--- config.mk ---
export PLATFORM = sky130hd
export DESIGN_NAME = mem_port_arbiter
export DESIGN_NICKNAME = d
export VERILOG_FILES = /design/src/rtl/mem_port_arbiter_pkg.sv /design/src/rtl/mem_port_arbiter_load_formatter.sv /design/src/rtl/mem_port_arbiter.sv
export SDC_FILE = /design/constraint.sdc
export NUM_CORES = 1
export LEC_CHECK = 0
export ABC_AREA = 1
export CORE_MARGIN = 3
export CORE_UTILIZATION = 46
export DETAILED_ROUTE_END_ITERATION = 10
export PLACE_DENSITY_LB_ADDON = 0.3
export SETUP_SLACK_MARGIN = 0.1
export SLEW_MARGIN = 20
export SYNTH_ARGS = -nofsm -noshare
export SYNTH_HDL_FRONTEND = slang
export SYNTH_SLANG_ARGS = --single-unit
--- constraint.sdc ---
create_clock -name clk -period 4.01 [get_ports clk]
set_clock_uncertainty 0.2 [all_clocks]
set_input_delay 0.6015 -clock clk [delete_from_list [all_inputs] [get_ports clk]]
set_output_delay 0.6015 -clock clk [all_outputs]
set_load 0.02 [all_outputs]
--- src/rtl/mem_port_arbiter_pkg.sv ---
// mem_port_arbiter_pkg: shared load-op codes, arbiter state encoding and constants
package mem_port_arbiter_pkg;
  typedef logic [2:0] loadop_t;
  localparam loadop_t LOADOP_NOP = 3'd0;
  localparam loadop_t LOADOP_LB  = 3'd1;
  localparam loadop_t LOADOP_LBU = 3'd2;
  localparam loadop_t LOADOP_LH  = 3'd3;
  localparam loadop_t LOADOP_LHU = 3'd4;
  localparam loadop_t LOADOP_LW  = 3'd5;
  localparam logic [1:0] ST_IDLE     = 2'd0;
  localparam logic [1:0] ST_IF_BUSY  = 2'd1;
  localparam logic [1:0] ST_MEM_BUSY = 2'd2;
  localparam logic [1:0] ST_DONE     = 2'd3;
  localparam logic [31:0] ZERO_WORD = 32'h0;
endpackage

--- src/rtl/mem_port_arbiter_load_formatter.sv ---
// load_formatter: extracts and sign/zero-extends a little-endian byte/half/word (loadop, addr[1:0], word -> data)
module load_formatter
  import mem_port_arbiter_pkg::*;
(
  input  logic [2:0]  loadop,
  input  logic [1:0]  addr,
  input  logic [31:0] word,
  output logic [31:0] data
);
  logic [7:0]  b;
  logic [15:0] h;
  always_comb begin
    b = word[{addr, 3'b000} +: 8];
    h = addr[1] ? word[31:16] : word[15:0];
    data = loadop == LOADOP_LB  ? {{24{b[7]}}, b} :
           loadop == LOADOP_LBU ? {24'h0, b} :
           loadop == LOADOP_LH  ? {{16{h[15]}}, h} :
           loadop == LOADOP_LHU ? {16'h0, h} :
           loadop == LOADOP_LW  ? word : ZERO_WORD;
  end
endmodule

--- src/rtl/mem_port_arbiter.sv ---
// mem_port_arbiter: shares one RAM port (ram_*) between fetch (if_*) and MEM-stage data (mem_*) requesters, MEM first, with stall_req
module mem_port_arbiter
  import mem_port_arbiter_pkg::*;
#(
  parameter int ADDR_W = 32,
  parameter int DATA_W = 32
) (
  input  logic              clk,
  input  logic              rst,
  input  logic              if_req,
  input  logic [ADDR_W-1:0] if_addr,
  output logic [DATA_W-1:0] if_rdata,
  output logic              if_done,
  input  logic [3:0]        mem_sel,
  input  logic [2:0]        mem_loadop,
  input  logic [ADDR_W-1:0] mem_addr,
  input  logic [DATA_W-1:0] mem_wdata,
  output logic [DATA_W-1:0] mem_rdata,
  output logic              mem_done,
  output logic              stall_req,
  output logic              ram_ce,
  output logic              ram_we,
  output logic [ADDR_W-1:0] ram_addr,
  output logic [3:0]        ram_sel,
  output logic [DATA_W-1:0] ram_wdata,
  input  logic [DATA_W-1:0] ram_rdata,
  input  logic              ram_ack
);
  logic [1:0]  state;
  logic [2:0]  lat_loadop;
  logic        lat_store;
  logic        mem_req;
  logic [31:0] fmt;
  assign mem_req   = (mem_sel != 4'b0000) | (mem_loadop != LOADOP_NOP);
  assign stall_req = (if_req & ~if_done) | (mem_req & ~mem_done);
  load_formatter u_fmt (
    .loadop(lat_loadop),
    .addr  (ram_addr[1:0]),
    .word  (ram_rdata),
    .data  (fmt)
  );
  always_ff @(posedge clk) begin
    if (rst) begin
      state      <= ST_IDLE;
      ram_ce     <= 1'b0;
      ram_we     <= 1'b0;
      ram_addr   <= '0;
      ram_sel    <= 4'b0000;
      ram_wdata  <= ZERO_WORD;
      if_rdata   <= ZERO_WORD;
      mem_rdata  <= ZERO_WORD;
      if_done    <= 1'b0;
      mem_done   <= 1'b0;
      lat_loadop <= LOADOP_NOP;
      lat_store  <= 1'b0;
    end else begin
      if_done  <= 1'b0;
      mem_done <= 1'b0;
      if (state == ST_IDLE) begin
        if (mem_req) begin
          state      <= ST_MEM_BUSY;
          ram_ce     <= 1'b1;
          ram_we     <= mem_sel != 4'b0000;
          ram_addr   <= mem_addr;
          ram_sel    <= mem_sel != 4'b0000 ? mem_sel : 4'b1111;
          ram_wdata  <= mem_sel != 4'b0000 ? mem_wdata : ZERO_WORD;
          lat_loadop <= mem_loadop;
          lat_store  <= mem_sel != 4'b0000;
        end else if (if_req) begin
          state     <= ST_IF_BUSY;
          ram_ce    <= 1'b1;
          ram_we    <= 1'b0;
          ram_addr  <= if_addr;
          ram_sel   <= 4'b1111;
          ram_wdata <= ZERO_WORD;
        end
      end else if (state == ST_DONE) begin
        state <= ST_IDLE;
      end else if (ram_ack) begin
        state  <= ST_DONE;
        ram_ce <= 1'b0;
        ram_we <= 1'b0;
        if (state == ST_IF_BUSY) begin
          if_rdata <= ram_rdata;
          if_done  <= 1'b1;
        end else begin
          mem_rdata <= lat_store ? ZERO_WORD : fmt;
          mem_done  <= 1'b1;
        end
      end
    end
  end
endmodule

==> results.toml <==
[layout]
fillers = 1121
multiInputGateArea_sq_mm = 0.003062
seqCellArea_sq_mm = 0.002843
fin_nets = 1295
drive_gt1_share_pct = 8.576
diodes = 0
synthToLayoutAreaGrowth_pct = 51.07

[grt]
antenna_found_initial = 0
grt_overflow = 0
grt_pass1_wl_um = 34200
grt_util_all_layers_pct = 26.98
grt_pass1_vias = 6773
grt_max_degree = 66

[timing]
finalCritPeriodShare_pct = 72.72
fin_setup_tns_ns = 0
setup_viol = 0
fmax_mhz = 342.9
whs_ns = 0.2419
fin_crit_ns = 2.916
rsz0062_at_grt = "false"
relSlewSlack_pct = 36.86
hold_viol_final = 0
final_max_slew_viol_count = 0
worstMarginPinSlew_ns = 0.9460

[setup_path]
regToRegSetupSlack_ns = 1.58
rr_worst_depth = 6
crit_required_ns = 3.21
slowest_delay_ns = 0.55
worstPathCellList = "clkdlybuf4s50_1 -> nor2_2 -> nand3_2 -> nor2_8 -> o22ai_1 -> clkdlybuf4s50_1"
endpoint = "stall_req"
r2r-start = "ram_addr[1]$_SDFFE_PP0P_"
slowest_stage = "clkdlybuf4s50_1"
crit_path_end_kind = "primary output"
start_kind = "input pin"
r2r_end = "mem_rdata[29]$_SDFFE_PP0P_"
cp_data_arrival_time_ns = 2.11
cp_max_fo = 7
crit_start = "mem_sel[0]"
setup.worst_path.class = "in2out"
cpMostUsedCell = "clkdlybuf4s50_1"

[detailed_routing]
initialDrtViolationCount = 532
drt-vias-per-instance = 5.174
wire_per_inst_um = 16.21
wl_met2_um = 10810
top_layer = "met4"
wl_um = 21750
wl_met1_um = 8329
drc = 0
firstDrtPassIters = 5
ant_nets = 0
vias = 6944
wl_met3_um = 1762

[floorplan]
die_h_um = 125.0
rows = 42
io-pin-count = 276
core_area_sq_mm = 0.01356
dieArea_sq_mm = 0.01562
die_x_um = 125.0
start_util_pct = 48.02

[placement]
gp_congestion = 0.9001
dp_hpwl_um = 15570
io_buffers = 275

[yosys]
synth_edf_count = 0
synth_cell_type_count = 31
async_flop_share_pct = 0
yosys-top-cells-area = "dfxtp_1 44%, nand2_1 17%, a21oi_1 7.2%"
synth_fp_nets = 1053
yosys-top-cells-count = "290 x nand2_1, 142 x dfxtp_1, 94 x a21oi_1"
yosys.area.top_type = "dfxtp_1"
avgSynthCellArea_sq_um = 7.146
synthCells = 911
synth_flop_cell = "dfxtp_1"
synth_top_area_share_pct = 43.67
synthesis.area_sq_mm = 0.006510
yosysMostFrequentCell = "nand2_1"
yosys_warnings = 0
yosysSeqAreaShare_pct = 43.67
ys_ff_latch = 142

[cts]
numCtsBuffers = 17
cts-root-buf = "clkbuf_16"
holdBufCountCts = 0
ctsLongestPathBuffers = 2
postCtsSetupBuffers = 0
cts_tree = "yes"
insertion_delay_ns = 0.42
ctsResizeCount = 0
cts_sinks = 142
htreeDepth = 4
clk_pin_slew_ns = 0.06

[min_path]
min_path_type = "reg2reg"

[job]
maxCapViolCount = 0

[status]
status = "finished clean"

[power_and_ir_drop]
power_density_mw_per_mm2 = 642.7
ir_drop_v = 0.0003133
p_leak_uw = 0.003982
[kinds of logic (layout without fill, tap and decap cells)]
group,after synthesis,in the layout,synth area share (%)
AO/OA/AOI/OAI,212,212,18.97
flip-flops,142,142,43.67
buffers and inverters,137,392,9.379
adder cells (fa/ha/maj),3,3,0.5767
AND/OR/NAND/NOR,417,417,27.41
[critical path, delay by kind of cell]
kind	cells	cell delay (ns)
buffers and inverters	2	0.98
AND/OR/NAND/NOR	3	0.44
AO/OA/AOI/OAI	1	0.09
[where the power goes]
part / internal (uW) / switching, uW
Sequential: 1740 / 230
Clock: 1030 / 574
Combinational: 1090 / 1650
Total: 3870 / 2460
[state kept, by name, summed over array words and instances (netlist names)]
name        count
ram_sel         4
if_done         1
if_rdata       32
state           2
mem_done        1
lat_loadop      3
lat_store       1
ram_we          1
ram_addr       32
ram_wdata      32
ram_ce          1
mem_rdata      32
[layer usage]
layer / vias up / GRT usage [%]
met5: - / 0
met1: 3166 / 29.58
met4: 0 / 13.71
met2: 307 / 47.17
met3: 55 / 8.188
li1: 3416 / -
[layout make-up]
cell class              instances  share of cell area (%)
multi-input cells             632                   31.13
flip-flops and latches        142                   28.91
repair buffers                283                   28.58
clock buffers                  28                   5.458
inverters                      77                   2.952
well taps                     176                   2.239
clock inverters                 4                  0.7379
[how the worst min path moves through the flow]
stage | from | end | cells past startpoint
6_report | if_rdata[5]$_SDFFE_PP0P_ | if_rdata[5]$_SDFFE_PP0P_ | 2
5_1_grt | if_rdata[27]$_SDFFE_PP0P_ | if_rdata[27]$_SDFFE_PP0P_ | 2
4_1_cts | if_rdata[13]$_SDFFE_PP0P_ | if_rdata[13]$_SDFFE_PP0P_ | 2
3_5_place_dp | if_rdata[27]$_SDFFE_PP0P_ | if_rdata[27]$_SDFFE_PP0P_ | 2
3_3_place_gp | if_rdata[10]$_SDFFE_PP0P_ | if_rdata[10]$_SDFFE_PP0P_ | 2
2_1_floorplan | lat_store$_SDFFE_PP0P_ | lat_store$_SDFFE_PP0P_ | 2
[placed cells by master (no fill, tap or decap), drive strengths merged]
cell type,n
nand2,316
clkdlybuf4s50,274
dfxtp,142
a21oi,114
inv,76
o21ai,58
nor2,51
nand3,43
a22oi,32
clkbuf,28
buf,9
o211ai,7
nor3,5
ha,3
clkinv,2
bufinv,2
o22ai,1
nor4,1
nand2b,1
clkinvlp,1
[metrics by stage]
stage               total power (uW)  area, sq um  worst slack, ns  std cells  util [%]
finish                          6321         9834            1.094       1342     72.54
global route                    6667         9834           0.9932       1342     72.54
CTS                             6341         9834            1.094       1342     72.54
detailed placement              4715         9225            1.002       1310     68.04
global placement                4684         9225            1.069       1310     68.04
floorplan                       3718         6510            1.852        911         -
No activity file was read; power rests on OpenSTA's default activity.
